==> src/rtl/uart_rx_frame_ctrl.sv <==
// UART receive frame controller: HEADER, CMD, LEN, PAYLOAD, CHK framing with a payload buffer and hold-until-ack.
// Optional saturating frame counters are enabled with the RX_FRAME_STATS_EN macro.
module uart_rx_frame_ctrl #(
  parameter logic [7:0] HEADER         = 8'hAA,
  parameter int         MAX_LEN        = 16,
  parameter int         PL_AW          = 4,
  parameter int         TIMEOUT_CYCLES = 50_000
) (
  input  logic             clk_in,
  input  logic             rst_n,
  input  logic [7:0]       uart_rx_data,
  input  logic             uart_rx_done,
  output logic             frame_ready,
  output logic [7:0]       frame_cmd,
  output logic [7:0]       frame_len,
  input  logic [PL_AW-1:0] rd_addr,
  output logic [7:0]       rd_data,
  input  logic             frame_ack,
  output logic             frame_err,
  output logic [1:0]       err_code,
  output logic             byte_drop,
  output logic             busy,
  output logic [15:0]      good_cnt,
  output logic [15:0]      err_cnt,
  output logic [2:0]       state_o
);
  localparam logic [2:0] S_IDLE = 3'd0;
  localparam logic [2:0] S_CMD  = 3'd1;
  localparam logic [2:0] S_LEN  = 3'd2;
  localparam logic [2:0] S_PAY  = 3'd3;
  localparam logic [2:0] S_CHK  = 3'd4;
  localparam logic [2:0] S_HOLD = 3'd5;

  localparam int         TW        = $clog2(TIMEOUT_CYCLES + 1);
  localparam logic [7:0] MAX_LEN_B = 8'(MAX_LEN);
  localparam logic [TW-1:0] TMO_LAST = TW'(TIMEOUT_CYCLES - 1);

  logic [2:0]    state_q, state_d;
  logic [7:0]    cmd_sh_q, cmd_sh_d, len_sh_q, len_sh_d;
  logic [7:0]    fcmd_q, fcmd_d, flen_q, flen_d;
  logic [7:0]    sum_q, sum_d, idx_q, idx_d;
  logic [TW-1:0] tmo_q, tmo_d;
  logic          err_q, err_d, drop_q, drop_d;
  logic [1:0]    code_q, code_d;
  logic          wr_en;
  logic          in_frame;
  logic [7:0]    mem [2**PL_AW];

  assign in_frame = (state_q == S_CMD) || (state_q == S_LEN) ||
                    (state_q == S_PAY) || (state_q == S_CHK);

  always_comb begin
    state_d  = state_q;
    cmd_sh_d = cmd_sh_q;
    len_sh_d = len_sh_q;
    fcmd_d   = fcmd_q;
    flen_d   = flen_q;
    sum_d    = sum_q;
    idx_d    = idx_q;
    tmo_d    = tmo_q;
    err_d    = 1'b0;
    code_d   = code_q;
    drop_d   = 1'b0;
    wr_en    = 1'b0;
    // Idle-gap watchdog; a byte in the expiry cycle overrides it below.
    if (in_frame) begin
      if (uart_rx_done) begin
        tmo_d = '0;
      end else if (tmo_q == TMO_LAST) begin
        tmo_d   = '0;
        err_d   = 1'b1;
        code_d  = 2'd3;
        state_d = S_IDLE;
      end else begin
        tmo_d = tmo_q + 1'b1;
      end
    end
    if (uart_rx_done) begin
      case (state_q)
        S_IDLE: if (uart_rx_data == HEADER) begin
          state_d = S_CMD;
          sum_d   = 8'h00;
        end
        S_CMD: begin
          cmd_sh_d = uart_rx_data;
          sum_d    = uart_rx_data;
          state_d  = S_LEN;
        end
        S_LEN: begin
          if (uart_rx_data > MAX_LEN_B) begin
            err_d   = 1'b1;
            code_d  = 2'd1;
            state_d = S_IDLE;
          end else begin
            len_sh_d = uart_rx_data;
            sum_d    = sum_q + uart_rx_data;
            idx_d    = 8'h00;
            state_d  = (uart_rx_data == 8'h00) ? S_CHK : S_PAY;
          end
        end
        S_PAY: begin
          wr_en = 1'b1;
          sum_d = sum_q + uart_rx_data;
          idx_d = idx_q + 8'd1;
          if (idx_q == len_sh_q - 8'd1) state_d = S_CHK;
        end
        S_CHK: begin
          if (uart_rx_data == sum_q) begin
            fcmd_d  = cmd_sh_q;
            flen_d  = len_sh_q;
            state_d = S_HOLD;
          end else begin
            err_d   = 1'b1;
            code_d  = 2'd2;
            state_d = S_IDLE;
          end
        end
        S_HOLD: drop_d = 1'b1;
        default: state_d = S_IDLE;
      endcase
    end
    if (state_q == S_HOLD && frame_ack) state_d = S_IDLE;
  end

  always_ff @(posedge clk_in or negedge rst_n) begin
    if (!rst_n) begin
      state_q  <= S_IDLE;
      cmd_sh_q <= 8'h00;
      len_sh_q <= 8'h00;
      fcmd_q   <= 8'h00;
      flen_q   <= 8'h00;
      sum_q    <= 8'h00;
      idx_q    <= 8'h00;
      tmo_q    <= '0;
      err_q    <= 1'b0;
      code_q   <= 2'd0;
      drop_q   <= 1'b0;
    end else begin
      state_q  <= state_d;
      cmd_sh_q <= cmd_sh_d;
      len_sh_q <= len_sh_d;
      fcmd_q   <= fcmd_d;
      flen_q   <= flen_d;
      sum_q    <= sum_d;
      idx_q    <= idx_d;
      tmo_q    <= tmo_d;
      err_q    <= err_d;
      code_q   <= code_d;
      drop_q   <= drop_d;
    end
  end

  // Payload storage has no reset; only the read register does.
  always_ff @(posedge clk_in) begin
    if (wr_en) mem[idx_q[PL_AW-1:0]] <= uart_rx_data;
  end

  always_ff @(posedge clk_in or negedge rst_n) begin
    if (!rst_n) rd_data <= 8'h00;
    else        rd_data <= mem[rd_addr];
  end

`ifdef RX_FRAME_STATS_EN
  logic [15:0] good_q, bad_q;
  always_ff @(posedge clk_in or negedge rst_n) begin
    if (!rst_n) begin
      good_q <= 16'h0000;
      bad_q  <= 16'h0000;
    end else begin
      if (state_q != S_HOLD && state_d == S_HOLD && good_q != 16'hFFFF) good_q <= good_q + 16'd1;
      if (err_d && bad_q != 16'hFFFF) bad_q <= bad_q + 16'd1;
    end
  end
  assign good_cnt = good_q;
  assign err_cnt  = bad_q;
`else
  assign good_cnt = 16'h0000;
  assign err_cnt  = 16'h0000;
`endif

  assign frame_ready = (state_q == S_HOLD);
  assign frame_cmd   = fcmd_q;
  assign frame_len   = flen_q;
  assign frame_err   = err_q;
  assign err_code    = code_q;
  assign byte_drop   = drop_q;
  assign busy        = in_frame;
  assign state_o     = state_q;
endmodule
==> config.mk <==
export PLATFORM = sky130hd
export DESIGN_NAME = uart_rx_frame_ctrl
export DESIGN_NICKNAME = d
export VERILOG_FILES = /design/src/rtl/uart_rx_frame_ctrl.sv
export SDC_FILE = /design/constraint.sdc
export NUM_CORES = 1
export LEC_CHECK = 0
export ABC_CLOCK_PERIOD_IN_PS = 4800
export BUFFER_PORTS_ARGS = -buffer_cell sky130_fd_sc_hd__buf_2
export CORE_UTILIZATION = 40
export CTS_BUF_LIST = sky130_fd_sc_hd__clkbuf_4 sky130_fd_sc_hd__clkbuf_8 sky130_fd_sc_hd__clkbuf_16
export CTS_CLUSTER_DIAMETER = 120
export DETAILED_ROUTE_END_ITERATION = 6
export PLACE_DENSITY_LB_ADDON = 0.12
export SYNTH_ARGS = -nofsm -noshare
export SYNTH_HDL_FRONTEND = slang
export SYNTH_SLANG_ARGS = --single-unit
==> constraint.sdc <==
create_clock -name clk_in -period 4.8 [get_ports clk_in]
set_input_delay 0.48 -clock clk_in [delete_from_list [all_inputs] [get_ports clk_in]]
set_output_delay 0.48 -clock clk_in [all_outputs]
set_load 0.02 [all_outputs]
==> out/results.tsv, run 1 <==
metric	value	unit
fmax	338	MHz
h-tree-depth	1	
ir_drop	277	µV
crit_fanout	12	
rsz0062_at_grt	false	
worst_pin_slew	1060	ps
fp.coreArea	22600	µm²
post-route-drc-count	0	
finalHoldViolations	0	
grt_max_degree	72	
yosys_register_bits	207	
num_vias	5367	
cap_violations	0	
wl_per_cell	20.6	µm
cp_slowest_cell	nor2_1	
nets	726	
fp-row-count	55	
cts_tree	yes	
power_density	466	nW/µm²
synth_top_flop_cell	edfxtp_1	
clock-root-buffer	clkbuf_16	
slew_viol_final	0	
fin_setup_tns	0	ps
io_buffers	48	
fin_crit_sh	0.616	
grt_util_all_layers	0.178	
syn_avg_cell_area	14.4	µm²
period_needed	2960	ps
synth_warnings	0	
grt_pass1_vias	5558	
setup_viol	0	
cp-end-kind	flop	
wirelength	20.5	mm
drtIter0Drc	257	
instances_no_fill	999	
rr_startpoint	state_o[1]$_DFF_PN0_	
crit_chain	inv_1, nor2_1, nand3_1, nor3_1, and2_1	
io-pin-count	81	
leakage	4.09	nW
synth-seq-area-share	0.629	
hpwlAfterDp	13.1	mm
crit_family	simple AND/OR/NAND/NOR gates	
critPathLaunch	state_o[1]$_DFF_PN0_	
slew_headroom	0.295	
numCtsBuffers	24	
crit_end	mem[3][7]$_DFFE_PP_	
diodes	0	
numClockSinks	207	
ys_types	56	
die_height	154	µm
skew	9.48	ps
cp.depth	5	
grt_pass1_wl	32.1	mm
vias_per_cell	5.37	
ctsLongestPathBuffers	3	
antenna_found_initial	0	
initial_utilization	0.409	
overflow	0	
die_w	154	µm
max_stage_delay	630	ps
rrSetupSlack	1840	ps
crit_buf_inv	1	
worst_ep_required_time	4950	ps
cp.arrival	3110	ps
synth_area	9260	µm²
min_path_type	input port to flop	
dp_cells	954	
ant_nets	0	
status	completed	
die-area	23800	µm²
routabilityCongestion	0.843	
synth_edf_count	128	
synthCells	645	
cts_setup_buffers	0	
crit_type	flop to flop	
reg2regPathDepth	5	
layout-drive-gt1-share	0.216	
worstSkewPairLatency	520	ps
drt_pre_antenna_iters	5	
async_flop_share	0.382	
area_growth	13.2	%
startpoint_type	flop	
whs	281	ps
clk_pin_slew_worst_paths	60	ps
r2r_end	mem[3][7]$_DFFE_PP_	
-- flip-flops by register name, indices dropped and copies added (netlist names) --
| name | cells |
|---|---|
| len_sh_q | 8 |
| mem | 128 |
| state_o | 3 |
| sum_q | 8 |
| err_code | 2 |
| frame_err | 1 |
| rd_data | 8 |
| idx_q | 8 |
| frame_len | 8 |
| byte_drop | 1 |
| cmd_sh_q | 8 |
| tmo_q | 16 |
| frame_cmd | 8 |
-- layout make-up --
class | count | area (µm²)
clock buffers | 25 | 608
clock inverters | 19 | 215
fillers | 1964 | 12200
inverters | 19 | 71.3
multi-input cells | 393 | 3150
flip-flops and latches | 207 | 5820
well taps | 285 | 357
repair buffers | 51 | 268
-- worst min path at each step --
stage	from	to	depth (start not counted)
finish	frame_ack	state_o[0]$_DFF_PN0_	3
global route	frame_ack	state_o[0]$_DFF_PN0_	3
CTS	frame_ack	state_o[0]$_DFF_PN0_	3
detailed placement	rst_n	rd_data[0]$_DFF_PN0_	1
global placement	rst_n	rd_data[3]$_DFF_PN0_	1
floorplan	rst_n	byte_drop$_DFF_PN0_	0
-- cell usage in the layout (no fill, tap or decap), types with 7 or more instances in the layout --
cell type / netlist / routed
a21oi_1: 20 / 20
and2_1: 12 / 12
and3_1: 15 / 15
buf_2: 4 / 47
clkbuf_16: 0 / 24
clkinv_2: 0 / 7
conb_1: 1 / 32
dfrtp_1: 79 / 79
edfxtp_1: 128 / 128
ha_1: 13 / 13
inv_1: 18 / 18
mux2_2: 19 / 19
mux4_2: 40 / 40
nand2_1: 32 / 32
nand3_1: 22 / 22
nand4_1: 8 / 8
nor2_1: 42 / 42
nor3_1: 9 / 9
o21ai_0: 21 / 21
xnor2_1: 13 / 13
xor2_1: 14 / 14
-- what timing repair did --
action / CTS / global route
endpoints found under the setup margin: 0 / 0
hold buffers: 1 / 0
endpoints found under the hold margin: 8 / 0
gates resized for setup: 0 / 0
-- per-layer routing --
layer / vias up / global-route usage / wire [µm]
met4: 0 / 0.0471 / 390
met3: 36 / 0.0282 / 804
li1: 2475 / - / -
met5: - / 0 / 0
met1: 2744 / 0.241 / 9170
met2: 112 / 0.300 / 10200
-- metrics by stage --
step	util	total power, mW	worst slack (ps)	cell area (µm²)
3_3_place_gp	0.426	3.03	1530	9650
4_1_cts	0.463	4.93	1830	10500
5_1_grt	0.463	5.12	1550	10500
6_report	0.463	4.89	1840	10500
2_1_floorplan	-	2.82	2420	9380
3_5_place_dp	0.426	3.06	1440	9650
-- cells in the mapped netlist, drive strengths merged, types with 12 or more instances --
library cell  count  area share
nand3            22       0.012
xnor2            13       0.012
buf              39       0.029
nor2             42       0.017
mux4             40       0.097
clkbuf           18      0.0073
and2             12      0.0081
a21oi            20       0.011
edfxtp          128        0.42
o21ai            27       0.015
nand2            32       0.013
dfrtp            79        0.21
ha               13       0.018
xor2             14       0.013
inv              19      0.0077
mux2             23       0.028
and3             15       0.010
-- worst reg2reg max path, cell delays in order (launching register included) --
cell and delay [ps]:
dfrtp_1 570, inv_1 160, nor2_1 630, nand3_1 350, nor3_1 330, and2_1 550
-- power breakdown --
part / internal [mW] / switching [mW]
registers: 2.04 / 0.140
logic: 0.346 / 0.492
clock network: 1.14 / 0.727
total: 3.53 / 1.36
-- logic make-up after synthesis --
| kind of cell | share of synthesized area |
|---|---|
| buf+inv | 0.0443 |
| xor+xnor | 0.0255 |
| mux | 0.128 |
| compound gates | 0.0572 |
| flops | 0.629 |
| simple gates | 0.0947 |
| other cells | 0.000405 |
| fa+ha+maj | 0.0208 |
Note: power is estimated with default switching activity, not from simulation.
==> run 2, diff against run 1 <==
ABC_AREA = 1   (was unset)
ABC_CLOCK_PERIOD_IN_PS = 2600   (was 4800)
clock period = 2.6 ns   (was 4.8 ns; I/O delays follow)
==> run 2 against run 1 <==
  * Via count increased by 24%
  * Critical path depth down 1
  * Cell count up 35%
  * Non-clock buffer count increased by 38
  * Area after synthesis grew 3.9%
  * Clock power grew 68%
  * Flip-flop and latch count is the same
  * Final area is 5.3% higher
  * First-iteration DRC count grew 70%
  * Clock-buffer cell count up 5
  * Sequential power rose by 80%
==> out/results.tsv, run 2 <==
metric	value	unit
multiInputGateArea	3090	µm²
grt_pass1_vias	6518	
layout-drive-gt1-share	0.141	
synth-seq-area-share	0.605	
min_from	frame_ack	
mostFrequentLayoutCells	nand2_1, edfxtp_1, inv_1, nor2_1, dfrtp_1	
rsz0062_at_grt	false	
h-tree-depth	1	
antenna_found_initial	0	
fmax	449	MHz
reg2regPathDepth	8	
leakage	4.75	nW
fillers	2247	
clkPwrFrac	0.367	
placed_area	10300	µm²
overflow	0	
synth_area	9620	µm²
grt_util_all_layers	0.198	
synth_top_flop_cell	edfxtp_1	
fin_crit_sh	0.856	
status	completed	
async_flop_share	0.382	
hpwlAfterDp	15.9	mm
switching_share	0.289	
rr_startpoint	state_o[2]$_DFF_PN0_	
ctsLongestPathBuffers	3	
nets	1048	
min_path_type	input port to flop	
area_growth	14.8	%
io-pin-count	81	
ctsResizeCount	0	
seqPwrFrac	0.458	
cts_tree	yes	
numCtsBuffers	23	
crit_end	busy	
p_switching	2.47	mW
wl_per_cell	17.2	µm
fin_setup_tns	0	ps
yosys_register_bits	207	
fp.coreArea	23500	µm²
cts_setup_buffers	0	
finalHoldViolations	0	
synthCells	936	
diodes	0	
die_height	157	µm
period_needed	2230	ps
vias_per_cell	4.91	
die_w	157	µm
fin_area	11000	µm²
power_density	775	nW/µm²
mostFrequentLayoutCell	nand2_1	
power_frac_comb	0.175	
setup_viol	0	
p_int	6.08	mW
critPathLaunch	state_o[2]$_DFF_PN0_	
r2r_end	mem[9][5]$_DFFE_PP_	
synth_common_cells	nand2_1, edfxtp_1, inv_1, nor2_1, dfrtp_1	
ir_drop	465	µV
synth_top_area_frac	0.400	
crit_type	flop to output pin	
crit_fanout	15	
startpoint_type	flop	
num_vias	6638	
post-route-drc-count	0	
numClockSinks	207	
cp.arrival	1970	ps
skew	7.18	ps
synth_edf_count	128	
initial_utilization	0.408	
grt_pass1_wl	36.9	mm
drtIter0Drc	438	
ys_types	46	
io_buffers	48	
yosysMostFrequentCell	nand2_1	
ff_latch_area	5820	µm²
hold_depth	4	
slew_headroom	0.514	
grt_max_degree	70	
dp_cells	1311	
clock-root-buffer	clkbuf_16	
synth_area_leaders	edfxtp_1, dfrtp_1, nand2_1	
slew_viol_final	0	
worst_ep_required_time	2340	ps
instances_no_fill	1353	
rrSetupSlack	400	ps
routabilityCongestion	0.860	
worstSkewPairLatency	510	ps
cp-end-kind	output pin	
ant_nets	0	
largest_register_ffs	128	
drt_pre_antenna_iters	5	
worst_pin_slew	728	ps
clk_pin_slew_worst_paths	60	ps
fp-row-count	56	
die-area	24700	µm²
cap_violations	0	
synth_warnings	0	
syn_avg_cell_area	10.3	µm²
yosys.area.top_type	edfxtp_1	
wirelength	23.2	mm
run 2: cell count changes after synthesis, sizes merged, moves of 24 or more:
cell	change
o21ai	+46
nand3	+24
a21oi	+45
o211ai	+28
mux4	-40
nand2	+103
inv	+99
nor2	+52
mux2i	+29
run 2: how the worst min path moves through the flow:
stage | to | slack [ps]
6_report | state_o[2]$_DFF_PN0_ | 30
4_1_cts | state_o[2]$_DFF_PN0_ | 10
5_1_grt | state_o[2]$_DFF_PN0_ | 30
3_3_place_gp | idx_q[6]$_DFFE_PN0P_ | 350
3_5_place_dp | idx_q[6]$_DFFE_PN0P_ | 360
2_1_floorplan | byte_drop$_DFF_PN0_ | -40
run 2: power groups by stage:
stage	Clock, mW	Combinational (mW)	Sequential [mW]
floorplan	0	0.996	4.02
global placement	0	1.50	3.98
detailed placement	0	1.51	3.98
CTS	3.22	1.51	3.92
global route	3.36	1.70	3.95
finish	3.14	1.50	3.92
run 2: worst max-delay path, stage by stage (launching register included):
cell,delay (ps)
dfrtp_1,500
nor2_2,330
inv_2,160
nand3_4,240
buf_2,220
run 2: layer usage:
| layer | up-vias | global-route usage | part of all wire |
|---|---|---|---|
| met5 | - | 0 | 0 |
| met4 | 0 | 0.0458 | 0.022 |
| met3 | 42 | 0.0336 | 0.056 |
| met2 | 164 | 0.326 | 0.47 |
| met1 | 3136 | 0.272 | 0.45 |
| li1 | 3296 | - | - |
run 2: kinds of logic after synthesis:
| kind of cell | share of synthesized area |
|---|---|
| fa+ha+maj | 0.0190 |
| buf+inv | 0.0856 |
| compound gates | 0.109 |
| flops | 0.605 |
| xor+xnor | 0.00911 |
| mux | 0.0345 |
| other cells | 0.000390 |
| simple gates | 0.138 |
run 2: layout make-up:
class	instances	area share
Tap cell	319	0.0362
Timing Repair Buffer	89	0.0503
Multi-Input combinational cell	579	0.280
Sequential cell	207	0.527
Clock inverter	11	0.00759
Inverter	118	0.0403
Clock buffer	30	0.0585
run 2: what timing repair did:
| action | in CTS | in global routing |
|---|---|---|
| endpoints found under the setup margin | 0 | 0 |
| hold endpoints to repair | 41 | 0 |
| hold buffers | 1 | 0 |
run 2: per-stage QoR:
step | total power, mW | util | hold WS (ps) | setup WS (ps)
2_1_floorplan | 5.01 | - | -35.6 | 530
3_3_place_gp | 5.48 | 0.438 | 351 | 452
3_5_place_dp | 5.48 | 0.438 | 358 | 412
4_1_cts | 8.66 | 0.469 | 9.53 | 349
5_1_grt | 9.01 | 0.469 | 31.9 | 186
6_report | 8.56 | 0.469 | 34.8 | 375
